## src/rtl/spi_flash_arb_pkg.sv

```systemverilog
// ============================================================================
// Module      : spi_flash_arb_pkg
// Description : Shared state and owner encodings for the SPI flash pad-owner
//               arbiter.
// Revision    : 1.0 - initial release
// ============================================================================
`default_nettype none

package spi_flash_arb_pkg;

    typedef enum logic [1:0] {
        OWN_OT = 2'd0,
        OWN_YO = 2'd1,
        DRAIN  = 2'd2,
        GUARD  = 2'd3
    } spi_arb_state_e;

    localparam logic OwnerOt = 1'b0;
    localparam logic OwnerYo = 1'b1;

    // Steady state that corresponds to a given pad owner.
    function automatic spi_arb_state_e own_state(input logic owner);
        return owner ? OWN_YO : OWN_OT;
    endfunction

endpackage

`default_nettype wire

```

## src/rtl/spi_flash_obi_tracker.sv

```systemverilog
// ============================================================================
// Module      : spi_flash_obi_tracker
// Description : Counts spimemio OBI transactions in flight, saturating at
//               MaxOutstanding and never wrapping below zero.
// Revision    : 1.0 - initial release
// ============================================================================
`default_nettype none

module spi_flash_obi_tracker #(
    parameter int MaxOutstanding = 2
) (
    input  logic                                 clk_i,
    input  logic                                 rst_i,
    input  logic                                 inc_i,
    input  logic                                 dec_i,
    output logic [$clog2(MaxOutstanding+1)-1:0]  count_o,
    output logic                                 full_o
);

    localparam int                c_CW  = $clog2(MaxOutstanding + 1);
    localparam logic [c_CW-1:0]   c_MAX = c_CW'(MaxOutstanding);

    logic [c_CW-1:0] r_count;

    always_ff @(posedge clk_i) begin
        if (rst_i) begin
            r_count <= '0;
        end else if (inc_i && !dec_i && (r_count != c_MAX)) begin
            r_count <= r_count + 1'b1;
        end else if (!inc_i && dec_i && (r_count != '0)) begin
            r_count <= r_count - 1'b1;
        end
    end

    assign count_o = r_count;
    assign full_o  = (r_count == c_MAX);

    // A response with nothing outstanding indicates a protocol error upstream.
    a_no_underflow : assert property (@(posedge clk_i) disable iff (rst_i)
        dec_i |-> (r_count != '0));

endmodule

`default_nettype wire

```

## src/rtl/spi_flash_owner_arbiter.sv

```systemverilog
// ============================================================================
// Module      : spi_flash_owner_arbiter
// Description : Hands the shared SPI flash pads between spimemio and the
//               OpenTitan SPI host once the old owner is drained and idle.
// Revision    : 1.0 - initial release
// ============================================================================
`default_nettype none

module spi_flash_owner_arbiter
    import spi_flash_arb_pkg::*;
#(
    parameter int unsigned GuardCycles    = 4,
    parameter int unsigned TimeoutCycles  = 1024,
    parameter int          MaxOutstanding = 2,
    parameter bit          ResetOwnerYo   = 1'b0,
    parameter int unsigned NumCS          = 1
) (
    input  logic             clk_i,
    input  logic             rst_i,
    input  logic             owner_req_i,
    input  logic             obi_req_i,
    input  logic             obi_gnt_i,
    input  logic             obi_rvalid_i,
    input  logic             ot_active_i,
    input  logic [NumCS-1:0] ot_csb_i,
    input  logic             yo_csb_i,
    output logic             use_spimemio_o,
    output logic             obi_block_o,
    output logic             switch_busy_o,
    output logic             switch_done_o,
    output logic             switch_err_o
);

    localparam int c_GW = (GuardCycles > 1) ? $clog2(GuardCycles) : 1;
    localparam int c_TW = $clog2(TimeoutCycles);
    localparam int c_CW = $clog2(MaxOutstanding + 1);

    localparam logic [c_GW-1:0]  c_GUARD_LOAD  = c_GW'(GuardCycles - 1);
    localparam logic [c_TW-1:0]  c_TO_LAST     = c_TW'(TimeoutCycles - 1);
    localparam spi_arb_state_e   c_RESET_STATE = ResetOwnerYo ? OWN_YO : OWN_OT;

    spi_arb_state_e    r_state;
    logic              owner_q;
    logic              target_q;
    logic              abort_lock_q;
    logic [c_GW-1:0]   r_guard_cnt;
    logic [c_TW-1:0]   r_to_cnt;

    logic [c_CW-1:0]   w_count;
    logic              w_full;
    logic              w_inc;
    logic              w_drain_ok;

    assign w_inc = obi_req_i & obi_gnt_i & ~obi_block_o;

    spi_flash_obi_tracker #(
        .MaxOutstanding (MaxOutstanding)
    ) u_tracker (
        .clk_i   (clk_i),
        .rst_i   (rst_i),
        .inc_i   (w_inc),
        .dec_i   (obi_rvalid_i),
        .count_o (w_count),
        .full_o  (w_full)
    );

    // The side being vacated decides what "idle" means.
    assign w_drain_ok = (owner_q == OwnerYo)
                      ? ((w_count == '0) && yo_csb_i)
                      : (!ot_active_i && (&ot_csb_i));

    always_ff @(posedge clk_i) begin
        if (rst_i) begin
            r_state       <= c_RESET_STATE;
            owner_q       <= ResetOwnerYo;
            target_q      <= ResetOwnerYo;
            abort_lock_q  <= 1'b0;
            r_guard_cnt   <= '0;
            r_to_cnt      <= '0;
            switch_done_o <= 1'b0;
            switch_err_o  <= 1'b0;
        end else begin
            switch_done_o <= 1'b0;
            switch_err_o  <= 1'b0;
            if (owner_req_i == owner_q) begin
                abort_lock_q <= 1'b0;
            end

            case (r_state)
                OWN_OT, OWN_YO: begin
                    if ((owner_req_i != owner_q) && !abort_lock_q) begin
                        r_state  <= DRAIN;
                        target_q <= !owner_q;
                        r_to_cnt <= '0;
                    end
                end

                DRAIN: begin
                    if (r_to_cnt == c_TO_LAST) begin
                        r_state      <= own_state(owner_q);
                        switch_err_o <= 1'b1;
                        abort_lock_q <= 1'b1;
                    end else begin
                        r_to_cnt <= r_to_cnt + 1'b1;
                        if (w_drain_ok) begin
                            r_state     <= GUARD;
                            r_guard_cnt <= c_GUARD_LOAD;
                        end
                    end
                end

                GUARD: begin
                    // A completed guard wins over a coincident timeout.
                    if (w_drain_ok && (r_guard_cnt == '0)) begin
                        owner_q       <= target_q;
                        switch_done_o <= 1'b1;
                        r_state       <= own_state(target_q);
                    end else if (r_to_cnt == c_TO_LAST) begin
                        r_state      <= own_state(owner_q);
                        switch_err_o <= 1'b1;
                        abort_lock_q <= 1'b1;
                    end else begin
                        r_to_cnt <= r_to_cnt + 1'b1;
                        if (!w_drain_ok) begin
                            r_state <= DRAIN;
                        end else begin
                            r_guard_cnt <= r_guard_cnt - 1'b1;
                        end
                    end
                end

                default: r_state <= c_RESET_STATE;
            endcase
        end
    end

    assign use_spimemio_o = owner_q;
    assign switch_busy_o  = (r_state == DRAIN) || (r_state == GUARD);
    assign obi_block_o    = (r_state != OWN_YO) || w_full;

endmodule

`default_nettype wire
```

## config.mk

```make
export PLATFORM = sky130hd
export DESIGN_NAME = spi_flash_owner_arbiter
export DESIGN_NICKNAME = d
export VERILOG_FILES = /design/src/rtl/spi_flash_arb_pkg.sv /design/src/rtl/spi_flash_obi_tracker.sv /design/src/rtl/spi_flash_owner_arbiter.sv
export SDC_FILE = /design/constraint.sdc
export NUM_CORES = 1
export LEC_CHECK = 0
export ABC_AREA = 1
export CAP_MARGIN = 25
export CORE_UTILIZATION = 53
export DETAILED_ROUTE_END_ITERATION = 8
export GPL_TIMING_DRIVEN = 0
export HOLD_SLACK_MARGIN = 0.12
export PLACE_DENSITY = 0.76
export SYNTH_ARGS = -nofsm -noshare
export SYNTH_HDL_FRONTEND = slang
export SYNTH_SLANG_ARGS = --single-unit
export TNS_END_PERCENT = 20
```

## constraint.sdc

```tcl
create_clock -name clk_i -period 4.7 [get_ports clk_i]
set_clock_uncertainty 0.15 [all_clocks]
set_input_delay 0.94 -clock clk_i [delete_from_list [all_inputs] [get_ports clk_i]]
set_output_delay 0.94 -clock clk_i [all_outputs]
set_load 0.05 [all_outputs]
```

==> flow_metrics.py, run 1 <==
metrics = {
    "run_status": {
        "outcome": "finished clean",
    },
    "sta": {
        "fin_tns_setup_ns": 0,
        "fin_crit_ns": 2.836,
        "period_share_pct": 60.35,
        "worstMarginPinSlew_ns": 0.5813,
        "whs_ns": 0.3322,
        "rsz0062_at_grt": "false",
        "setup_slack_ns": 1.864,
        "finalHoldViolations": 0,
        "slew_headroom_pct": 60.98,
        "setup_violations": 0,
        "finalMaxSlewViolations": 0,
        "max_clock_freq_mhz": 352.6,
    },
    "run": {
        "cap_viol_max_count": 0,
    },
    "clocking": {
        "cts_tree": "yes",
        "holdBufCountCts": 0,
        "cts_setup_buffers": 0,
        "clock_path_buffers": 2,
        "h-tree-depth": 1,
        "clk_latency_ns": 0.30,
        "clk_pin_slew_ns": 0.12,
        "cts_buffers": 3,
        "clock-sinks": 21,
        "ctsResizeCount": 0,
        "root_buffer": "clkbuf_4",
    },
    "final_layout": {
        "final_util_pct": 68.14,
        "synthToLayoutAreaGrowth_pct": 15.77,
        "nNetsFinal": 192,
        "fill_cells": 176,
        "drive_gt1_share_pct": 13.89,
        "regArea_um2": 420.4,
        "multi_input_area_um2": 688.2,
        "fin_cells": 207,
        "diodes": 0,
    },
    "min_path": {
        "min_from": "r_guard_cnt[1]",
        "min_path_type": "register to register",
        "hold_path_end": "r_guard_cnt[1]",
        "min_path_cells": 2,
    },
    "routing": {
        "wl_per_cell_um": 11.29,
        "via_count": 1094,
        "drt_iter0_markers": 10,
        "post-route-drc-count": 0,
        "drt-pass1-iter-count": 4,
        "antenna_left": 0,
        "via_per_inst": 5.285,
        "totalWireLength_um": 2337,
    },
    "synth": {
        "seq_area_frac_synth_pct": 34.64,
        "yosys_warnings": 0,
        "syn_area_mm2": 0.001214,
        "synth-seq-cells": 21,
        "syn_nets": 174,
        "syn_avg_cell_area_um2": 7.446,
        "ys_types": 34,
        "syn-instance-count": 163,
    },
    "worst_setup_path": {
        "cp_max_fo": 10,
        "rrSetupSlack_ns": 2.92,
        "crit_path_start_kind": "register",
        "reg2reg_to": "r_to_cnt[7]",
        "critPathKind": "register to output pin",
        "r2r_start": "use_spimemio_o",
        "critPathArrivalTime_ns": 1.75,
        "required_ns": 3.61,
        "worst_setup_path_end_kind": "output pin",
        "r2r_cells": 5,
        "worstSetupStartpoint": "r_state[1]",
    },
    "global_route": {
        "grt_pass1_vias": 1006,
        "grt_pass1_wl_um": 4278,
        "use_met1_pct": 29.98,
        "grt_max_degree": 13,
        "met3_usage_pct": 3.086,
        "gr-usage-met2_pct": 36.49,
        "grt.overflow.total": 0,
        "track_usage_pct": 22.11,
        "top_usage_layer": "met2",
        "grt_antenna_before_repair": 0,
    },
    "place": {
        "io_buffers": 13,
        "place_congestion": 0.8256,
        "place_inst": 203,
        "hpwl_um": 1837,
        "place_ws_ns": 2.043,
    },
    "pwr": {
        "ir_drop_uv": 168.4,
        "leakagePower_nw": 0.5130,
        "cellPowerDensity_mw_per_mm2": 229.0,
    },
    "floorplan": {
        "die-height_um": 49.86,
        "start_util_pct": 58.86,
        "coreArea_mm2": 0.002062,
        "die_w_um": 49.86,
        "io_pins": 14,
        "num_rows": 16,
        "die-area_mm2": 0.002486,
    },
}
[cells by family (layout without fill, tap and decap cells)]
group | Yosys count | after routing | synth area share, %
AO/OA/AOI/OAI | 26 | 26 | 12.06
XOR/XNOR | 1 | 1 | 0.7218
adder cells (fa/ha/maj) | 2 | 2 | 2.062
buffers and inverters | 25 | 42 | 8.661
flip-flops | 21 | 21 | 34.64
AND/OR/NAND/NOR | 88 | 88 | 41.86
[sequential cells by signal, summed over array words and instances (netlist names)]
name and count:
abort_lock_q 1, r_guard_cnt 2, r_state 2, r_to_cnt 10, switch_done_o 1, switch_err_o 1, target_q 1, u_tracker.count_o 2
use_spimemio_o 1
[report_power, final]
part	total (mW)	internal (mW)	switching, mW
clock	0.0885	0.0317	0.0568
combinational	0.0494	0.0199	0.0294
sequential	0.184	0.182	0.00230
total	0.322	0.233	0.0885
[synthesized netlist by cell type]
cell	instances	share of area (%)
nor3b_2	3	3.1
a211oi_1	2	1.2
xor2_1	1	0.72
buf_4	1	0.62
clkbuf_1	2	0.62
nand3b_1	2	1.2
nand2_4	2	1.9
dfxtp_1	21	35
nor2_1	25	7.7
nor3b_1	1	0.62
o31ai_1	1	0.62
nor4_1	1	0.52
nand2_1	29	9.0
nand4_2	1	1.0
o21ai_1	2	0.82
nand3b_4	1	1.6
inv_2	2	0.62
buf_6	1	0.93
or2_4	1	0.72
nor3_1	1	0.41
o21ai_0	6	2.5
o21ai_2	1	0.72
a21oi_1	12	4.9
nand3_1	8	3.3
nand3_2	1	0.82
o21bai_1	2	1.2
inv_1	19	5.9
nor3_2	2	1.6
ha_1	2	2.1
nand3_4	2	2.9
nand4_1	4	2.1
nand3b_2	1	0.93
nor2_4	2	1.9
or2_1	1	0.52
[area by class of cell]
| type | count | area share [%] |
|---|---|---|
| clock inverters | 1 | 0.3562 |
| multi-input cells | 117 | 48.98 |
| well taps | 27 | 2.404 |
| flip-flops and latches | 21 | 29.92 |
| clock buffers | 3 | 1.603 |
| repair buffers | 13 | 9.261 |
| plain buffers | 4 | 1.870 |
| inverters | 21 | 5.610 |
[how the worst max path moves through the flow]
stage	cells after the start	end	slack, ns
after floorplan	2	switch_busy_o	2.72
after global placement	6	r_to_cnt[5]	2.06
after detailed placement	6	r_to_cnt[7]	2.04
after CTS	4	obi_block_o	1.85
after global routing	4	obi_block_o	1.77
final	4	obi_block_o	1.86
[cell usage in the layout, fill, tap and decap left out, types with 3 or more instances in the layout]
cell,instances
a21oi_1,12
dfxtp_1,21
nor2_1,25
inv_1,19
nand2_1,29
nor3b_2,3
nand3_1,8
o21ai_0,6
clkbuf_4,3
nand4_1,4
clkdlybuf4s50_1,13
[metal layers]
| layer | part of all wire, % | vias to the layer above |
|---|---|---|
| li1 | - | 573 |
| met1 | 51 | 509 |
| met2 | 46 | 10 |
| met3 | 2.6 | 2 |
| met4 | 0.39 | 0 |
| met5 | 0 | - |
[metrics by stage]
| stage | power, mW | instance area, µm² |
|---|---|---|
| final | 0.3218 | 1405 |
| after global routing | 0.3361 | 1405 |
| after CTS | 0.3238 | 1405 |
| after detailed placement | 0.2374 | 1378 |
| after global placement | 0.2359 | 1378 |
| after floorplan | 0.2211 | 1214 |
[worst max-delay path, cell delays in order, from the launching register on]
cell and delay, ns:
dfxtp_1 0.33, buf_4 0.16, inv_2 0.09, nand2_1 0.07, clkdlybuf4s50_1 0.79
(Power assumes the default switching activity.)
==> run 2, diff against run 1 <==
CORE_UTILIZATION = 49   (was 53)
PLACE_DENSITY = 0.74   (was 0.76)
clock period = 2.4 ns   (was 4.7 ns; I/O delays follow)
==> run 2 against run 1 <==
  * Design area unchanged
  * First-iteration DRC count grew 100%
  * Critical path depth is 1 lower
  * Largest cell class unchanged
  * Routed wire length grew 3.9%
  * Total power grew 98%
==> flow_metrics.py, run 2 (synthesized netlist as in run 1, its figures left out) <==
metrics = {
    "final_layout": {
        "largest_reg_flops": 10,
        "final_cell_mix": "nand2_1 (29), nor2_1 (25), dfxtp_1 (21)",
        "drive_gt1_share_pct": 13.89,
        "fin_area_mm2": 0.001405,
        "fin_cells": 208,
        "nNetsFinal": 192,
        "synthToLayoutAreaGrowth_pct": 15.77,
        "final_util_pct": 61.74,
        "top_register": "r_to_cnt",
        "diodes": 0,
        "layout_commonest_cell": "nand2_1",
    },
    "worst_setup_path": {
        "critPathKind": "register to output pin",
        "cp_top_family": "buffers and inverters",
        "required_ns": 1.77,
        "cpPeakStageDelay_ns": 0.79,
        "cp_max_fo": 10,
        "crit_chain": "buf_4, clkbuf_1, clkdlybuf4s50_1",
        "r2r_start": "r_to_cnt[0]",
        "worstSetupStartpoint": "r_state[1]",
        "path_buf_inv": 3,
        "critPathArrivalTime_ns": 1.70,
        "crit_path_start_kind": "register",
        "slowest_stage": "clkdlybuf4s50_1",
        "worst_setup_path_end_kind": "output pin",
    },
    "global_route": {
        "grt_antenna_before_repair": 0,
        "grt_max_degree": 13,
        "track_usage_pct": 20.53,
        "grt.overflow.total": 0,
        "grt_pass1_wl_um": 4133,
        "grt_pass1_vias": 994,
    },
    "routing": {
        "antenna_left": 0,
        "drt_iter0_markers": 20,
        "wl_met3_um": 77,
        "post-route-drc-count": 0,
        "via_count": 1080,
        "wl_per_cell_um": 11.67,
        "totalWireLength_um": 2427,
        "routedLengthMet1_um": 1175,
        "drt-pass1-iter-count": 4,
        "wl_met2_um": 1156,
        "via_per_inst": 5.192,
        "routed.top_layer": "met4",
    },
    "pwr": {
        "leakagePower_nw": 0.5112,
        "finalPower_mw": 0.6364,
        "ir_drop_uv": 345.5,
        "cellPowerDensity_mw_per_mm2": 452.9,
    },
    "clocking": {
        "clock-sinks": 21,
        "clock_path_buffers": 2,
        "cts_tree": "yes",
        "clk_pin_slew_ns": 0.13,
        "holdBufCountCts": 0,
        "cts_buffers": 3,
        "cts_setup_buffers": 0,
        "clk_latency_ns": 0.31,
        "h-tree-depth": 1,
        "root_buffer": "clkbuf_4",
    },
    "run": {
        "cap_viol_max_count": 0,
    },
    "floorplan": {
        "coreArea_mm2": 0.002276,
        "die-height_um": 51.77,
        "die-area_mm2": 0.002680,
        "die_w_um": 51.77,
        "start_util_pct": 53.33,
        "io_pins": 14,
        "num_rows": 17,
    },
    "min_path": {
        "min_from": "r_guard_cnt[1]",
        "min_path_type": "register to register",
    },
    "sta": {
        "fin_crit_ns": 2.334,
        "rsz0062_at_grt": "false",
        "setup_violations": 0,
        "max_clock_freq_mhz": 428.5,
        "period_share_pct": 97.24,
        "fin_tns_setup_ns": 0,
        "worstMarginPinSlew_ns": 0.5469,
        "finalHoldViolations": 0,
        "finalMaxSlewViolations": 0,
        "slew_headroom_pct": 63.29,
    },
    "place": {
        "place_inst": 204,
        "place_congestion": 0.7804,
        "io_buffers": 13,
        "dpl_cell_area_mm2": 0.001379,
        "hpwl_um": 1849,
    },
    "run_status": {
        "outcome": "finished clean",
    },
}
==> run 2: changes by cell type in the layout (fill, tap and decap cells not counted) <==
cell / change
clkdlybuf4s50_1: -1
dlygate4sd2_1: +1
==> run 2: tightest hold or removal path, cell delays in order, from the launching register on <==
cell      delay (ns)
dfxtp_1         0.32
inv_1           0.07
a211oi_1        0.07
==> run 2: layout make-up <==
type,instances,area [µm²]
fillers,208,870.8
multi-input cells,117,688.2
flip-flops and latches,21,420.4
repair buffers,13,128.9
inverters,21,78.83
well taps,28,35.03
plain buffers,4,26.28
clock buffers,3,22.52
clock inverters,1,5.005
==> run 2: final timing paths <==
kind,end,slack [ns],cells past startpoint
max reg2reg,r_to_cnt[1],0.68,8
min reg2reg,r_guard_cnt[1],0.35,2
max,switch_busy_o,0.07,3
min,r_guard_cnt[1],0.35,2
==> run 2: metrics by stage <==
stage          hold WS, ns  worst slack [ns]
6_report            0.3459           0.06617
4_1_cts             0.3462           0.05392
2_1_floorplan       0.2930            0.5618
3_5_place_dp        0.3265            0.2347
3_3_place_gp        0.3082            0.2059
5_1_grt             0.3711           0.02925
==> run 2: per-layer routing <==
| metal | GRT usage [%] | up-vias |
|---|---|---|
| met1 | 26.90 | 494 |
| li1 | - | 571 |
| met2 | 33.98 | 13 |
| met3 | 2.632 | 2 |
| met4 | 8.108 | 0 |
| met5 | 0 | - |
==> run 2: power by group <==
part | switching [mW] | leakage (nW) | internal, mW
Combinational | 0.0579 | 0.323 | 0.0384
Clock | 0.118 | 0.0177 | 0.0622
Sequential | 0.00445 | 0.170 | 0.356
==> run 2: timing repair <==
item                                   in CTS  in global routing
setup endpoints to repair                   1                  0
resized for setup                           1                  0
endpoints found under the hold margin       0                  0
==> run 3, diff against run 2 <==
SKIP_LAST_GASP = 1   (was not set)
==> results of run 3 <==
Same layout as run 2: the final DEF is identical, and so are final timing and power.
